<file path="src/rtl/rv32v_types_pkg.sv">
// Shared rv32v vector types.
// Element widths, sequencer states and uop geometry helpers.
package rv32v_types_pkg;

  typedef enum logic [1:0] {
    SEW8  = 2'd0,
    SEW16 = 2'd1,
    SEW32 = 2'd2
  } vsew_t;

  typedef enum logic {
    IDLE = 1'b0,
    RUN  = 1'b1
  } uopseq_state_t;

  function automatic int unsigned uops_per_reg(
    vsew_t       sew,
    int unsigned vlen  = 128,
    int unsigned lanes = 4
  );
    return (vlen >> (3 + int'(sew))) / lanes;
  endfunction

endpackage

</file>
<file path="src/rtl/rv32v_lane_mask.sv">
// Per-lane element enable for one uop.
// Lane i is live when its element lies in [vstart, vl).
module rv32v_lane_mask #(
  parameter int NUM_LANES = 4,
  parameter int VL_W      = 8
) (
  input  logic                 en,
  input  logic [VL_W-1:0]      base,
  input  logic [VL_W-1:0]      vl,
  input  logic [VL_W-1:0]      vstart,
  output logic [NUM_LANES-1:0] active
);

  logic [VL_W:0] elem;

  always_comb begin
    active = '0;
    elem   = '0;
    for (int i = 0; i < NUM_LANES; i++) begin
      elem      = {1'b0, base} + (VL_W+1)'(i);
      active[i] = en
                && (elem <  {1'b0, vl})
                && (elem >= {1'b0, vstart});
    end
  end

endmodule

</file>
<file path="src/rtl/rv32v_uop_sequencer.sv">
// Splits one vector instruction into per-cycle lane uops.
// Handles vstart resume, back-to-back issue and flush.
module rv32v_uop_sequencer
  import rv32v_types_pkg::*;
#(
  parameter int VLEN      = 128,
  parameter int NUM_LANES = 4,
  parameter int VL_W      = $clog2(VLEN) + 1,
  parameter int UOP_W     = $clog2(VLEN/NUM_LANES) + 1,
  localparam int BANK_W   = $clog2(VLEN/8/NUM_LANES)
) (
  input  logic                 CLK,
  input  logic                 nRST,
  input  logic                 gen,
  input  logic                 stall,
  input  logic                 flush,
  input  vsew_t                veew,
  input  logic [VL_W-1:0]      vl,
  input  logic [VL_W-1:0]      vstart,
  output logic                 busy,
  output logic                 vuop_valid,
  output logic                 vuop_last,
  output logic [UOP_W-1:0]     vuop_num,
  output logic [2:0]           vreg_offset,
  output logic [BANK_W-1:0]    vbank_offset,
  output logic [NUM_LANES-1:0] vlane_active
);

  localparam int LG      = $clog2(NUM_LANES);
  localparam int UPR8_LG = $clog2(VLEN/8/NUM_LANES);

  uopseq_state_t    state_q, state_d;
  logic [UOP_W-1:0] cnt_q, cnt_d;
  vsew_t            sew_q, sew_d;
  logic [VL_W-1:0]  vl_q, vl_d;
  logic [VL_W-1:0]  vs_q, vs_d;

  logic             take;
  logic             run;
  logic [UOP_W-1:0] first_in;
  logic [UOP_W-1:0] last_idx;
  logic [UOP_W-1:0] upr_m1;
  logic [UOP_W-1:0] vreg_full;
  int               slot_sh;

  assign take     = gen && (vl > vstart);
  assign first_in = UOP_W'(vstart >> LG);
  assign last_idx = UOP_W'((vl_q - VL_W'(1)) >> LG);
  assign run      = (state_q == RUN);

  always_ff @(posedge CLK or negedge nRST) begin
    if (!nRST) begin
      state_q <= IDLE;
      cnt_q   <= '0;
      sew_q   <= SEW8;
      vl_q    <= '0;
      vs_q    <= '0;
    end else begin
      state_q <= state_d;
      cnt_q   <= cnt_d;
      sew_q   <= sew_d;
      vl_q    <= vl_d;
      vs_q    <= vs_d;
    end
  end

  always_comb begin
    state_d = state_q;
    cnt_d   = cnt_q;
    sew_d   = sew_q;
    vl_d    = vl_q;
    vs_d    = vs_q;
    unique case (state_q)
      IDLE: begin
        if (take && !stall) begin
          state_d = RUN;
          cnt_d   = first_in;
          sew_d   = veew;
          vl_d    = vl;
          vs_d    = vstart;
        end
      end
      RUN: begin
        if (!stall) begin
          if (cnt_q != last_idx) begin
            cnt_d = cnt_q + UOP_W'(1);
          end else if (take) begin
            cnt_d = first_in;
            sew_d = veew;
            vl_d  = vl;
            vs_d  = vstart;
          end else begin
            state_d = IDLE;
            cnt_d   = '0;
          end
        end
      end
      default: state_d = IDLE;
    endcase
    if (flush) begin
      state_d = IDLE;
      cnt_d   = '0;
    end
  end

  // Slot/register split: uops per register is a power of two per SEW
  assign upr_m1    = UOP_W'(uops_per_reg(sew_q, VLEN, NUM_LANES) - 1);
  assign slot_sh   = UPR8_LG - int'(sew_q);
  assign vreg_full = cnt_q >> slot_sh;

  assign busy         = run;
  assign vuop_valid   = run;
  assign vuop_last    = run && (cnt_q == last_idx);
  assign vuop_num     = run ? cnt_q : '0;
  assign vreg_offset  = run ? vreg_full[2:0] : '0;
  assign vbank_offset = run ? BANK_W'(cnt_q & upr_m1) : '0;

  rv32v_lane_mask #(
    .NUM_LANES (NUM_LANES),
    .VL_W      (VL_W)
  ) u_lane_mask (
    .en     (run),
    .base   (VL_W'(cnt_q) << LG),
    .vl     (vl_q),
    .vstart (vs_q),
    .active (vlane_active)
  );

endmodule

</file>
<file path="config.mk">
export PLATFORM = sky130hd
export DESIGN_NAME = rv32v_uop_sequencer
export DESIGN_NICKNAME = d
export VERILOG_FILES = /design/src/rtl/rv32v_types_pkg.sv /design/src/rtl/rv32v_lane_mask.sv /design/src/rtl/rv32v_uop_sequencer.sv
export SDC_FILE = /design/constraint.sdc
export NUM_CORES = 1
export LEC_CHECK = 0
export ABC_AREA = 1
export BUFFER_PORTS_ARGS = -buffer_cell sky130_fd_sc_hd__buf_2
export CAP_MARGIN = 30
export CORE_UTILIZATION = 50
export DETAILED_ROUTE_END_ITERATION = 16
export PLACE_DENSITY = 0.72
export SKIP_LAST_GASP = 1
export SYNTH_ARGS = -nofsm -noshare
export SYNTH_HDL_FRONTEND = slang
export SYNTH_HIERARCHICAL = 1
export SYNTH_SLANG_ARGS = --single-unit
</file>
<file path="constraint.sdc">
create_clock -name CLK -period 3.2 [get_ports CLK]
set_clock_uncertainty 0.05 [all_clocks]
set_input_delay 0.64 -clock CLK [delete_from_list [all_inputs] [get_ports CLK]]
set_output_delay 0.64 -clock CLK [all_outputs]
set_load 0.05 [all_outputs]
</file>
==> reports/qor.yml <==
run_status: "completed"
cts.htree.levels: 1
syn_to_final_growth_pct: 9.91
initial_core_util_pct: 51.3
drive_gt1_share_pct: 14.6
synthesis.area_sq_um: 3940
cts.sinks: 25
row_count: 32
antennaDiodeCount: 0
ys.flop_type: "dfrtp_1"
die_w_um: 90.8
rsz0062_at_grt: "false"
p_per_area_nw_per_um2: 428
fmax_mhz: 335
start_kind: "flop"
setup-tns-final_ns: 0
cp-end-kind: "primary output"
fin_nets: 735
fillers: 797
cp.required_ns: 2.51
grt_usage_pct: 25.5
syn_area_per_cell_sq_um: 6.71
dp_hpwl_mm: 8.41
worstReg2RegEnd: "vl_q[0]"
dpl_worst_slack_ns: 0.452
crit_type: "flop to primary output"
cts_buffer_depth: 2
min_period_over_period_pct: 93.3
period_minus_slack_ns: 2.99
cp.arrival_ns: 2.30
r2r_cells: 11
postSynthCellCount: 587
drt_iter0_markers: 132
fin_util_pct: 56.3
drc: 0
final.setup.worst_slack_ns: 0.213
hold_viol_final: 0
clk_pin_slew_ns: 0.10
grt_max_degree: 27
power_leakage_nw: 2.66
ys_seq_area_share_pct: 15.9
cp-endpoint: "vlane_active[2]"
final_max_slew_viol_count: 0
drt_first_pass_iters: 5
grt_pass1_vias: 3677
vias_per_cell: 5.21
wl_per_cell_um: 13.6
holdWs_ns: 0.297
path_max_fanout: 5
synth_edf_count: 0
synthArstFlopShare_pct: 100
relSlewSlack_pct: 61.1
reg2reg_slack_ns: 0.96
io_pins: 41
cts_tree: "built"
setup_viol: 0
cts_made_buffers: 3
clk_latency_ns: 0.28
cts_setup_buffers: 0
drv_cap: 0
core_sq_um: 7690
ys_warn_count: 6
place_congestion: 0.870
antenna_found_initial: 0
cts_root_buf: "clkbuf_8"
ys_types: 38
ys_seq_elements: 25
worst_pin_slew_ns: 0.584
vdd_drop_max_mv: 0.259
via_count: 3854
portBuffers: 40
grt_overflow_total: 0
regArea_sq_um: 627
hold_path_class: "primary input to asynchronous set/reset pin"
die_y_um: 90.8
die_area_sq_um: 8240
cp-startpoint: "cnt_q[0]"
cts.hold.buffers_added: 0
grt_pass1_wl_mm: 17.0
ant_nets: 0
wl_mm: 10.1
multi_input_area_sq_um: 2900
reg2reg_from: "cnt_q[0]"
==> worst max-delay path: stages (launching register included) <==
cell	delay [ns]
dfrtp_1	0.49
ha_1	0.32
inv_1	0.06
ha_1	0.29
nand2_1	0.06
nand2_1	0.05
nand2_1	0.06
nand3_1	0.13
nand2_1	0.08
nand2_1	0.05
a21oi_1	0.16
nor2_1	0.07
buf_2	0.21
==> cells in the final DEF (no fill, tap or decap), drive strengths merged, types with 5 or more instances in the layout <==
cell	netlist	final
xnor2	5	5
o21ai	14	14
xor2	19	19
a21oi	32	32
nand3b	6	6
dfrtp	25	25
inv	94	94
nand4	6	6
nand3	48	48
a21o	7	7
nand2	171	171
conb	1	12
ha	73	73
buf	11	49
nor2	62	62
==> per-layer routing <==
metal	share of wire, %	wire length (um)	track usage [%]
met5	0	0	0
met2	50	5040	47.0
met1	43	4360	31.3
met4	2.9	291	8.73
met3	3.8	384	1.52
==> kinds of logic after synthesis <==
kind of cell,after synthesis,synth area share [%]
fa+ha+maj,73,23.2
flops,25,15.9
buf+inv,109,11.6
other cells,1,0.0952
compound gates,58,8.92
xor+xnor,24,5.33
simple gates,297,35.0
==> state kept, by name, indices dropped and copies added (netlist names) <==
signal / flops
vl_q: 8
vs_q: 8
cnt_q: 6
sew_q: 2
busy: 1
==> final cells by class <==
type	count	share of cell area, %
Multi-Input combinational cell	464	66.9
Sequential cell	25	14.5
Inverter	96	8.35
Timing Repair Buffer	49	6.18
Tap cell	102	2.95
Clock buffer	3	0.953
Clock inverter	1	0.173
==> power breakdown <==
| group | internal (mW) | switching, mW | leakage (nW) |
|---|---|---|---|
| clock network | 0.0886 | 0.113 | 0.0217 |
| logic | 0.428 | 0.753 | 2.32 |
| registers | 0.380 | 0.0902 | 0.319 |
| total | 0.896 | 0.956 | 2.66 |
==> repair_timing <==
item                                    in CTS  in global routing
endpoints found under the setup margin       0                  1
resized for setup                            0                  1
hold endpoints to repair                     0                  0
==> cell usage after synthesis, types with 5 or more instances <==
library cell	count	area (sq um)
nand2_1	158	593
inv_1	93	349
ha_1	73	913
nor2_1	51	191
nand3_1	47	235
a21oi_1	32	160
dfrtp_1	25	626
xor2_1	19	166
nand2_4	8	90.1
o21ai_2	8	70.1
a21o_1	6	45.0
nand4_1	6	37.5
o21ai_0	6	30.0
nand2_2	5	31.3
nor2_2	5	31.3
nor2_4	5	56.3
xnor2_1	5	43.8
==> through the flow <==
| stage | power, mW | cell area [sq um] | instances |
|---|---|---|---|
| 4_1_cts | 1.84 | 4330 | 740 |
| 3_3_place_gp | 1.60 | 4280 | 736 |
| 2_1_floorplan | 1.36 | 3980 | 598 |
| 5_1_grt | 2.05 | 4330 | 740 |
| 3_5_place_dp | 1.64 | 4280 | 736 |
| 6_report | 1.85 | 4330 | 740 |
==> how the worst min path moves through the flow <==
stage,from,to,slack [ns],depth (start not counted)
finish,nRST,busy,0.30,1
global route,nRST,vs_q[2],0.34,1
CTS,nRST,vl_q[6],0.32,1
detailed placement,vs_q[5],vs_q[5],0.42,2
floorplan,nRST,busy,0.29,0
global placement,vs_q[7],vs_q[7],0.42,2
(Power assumes the default switching activity.)
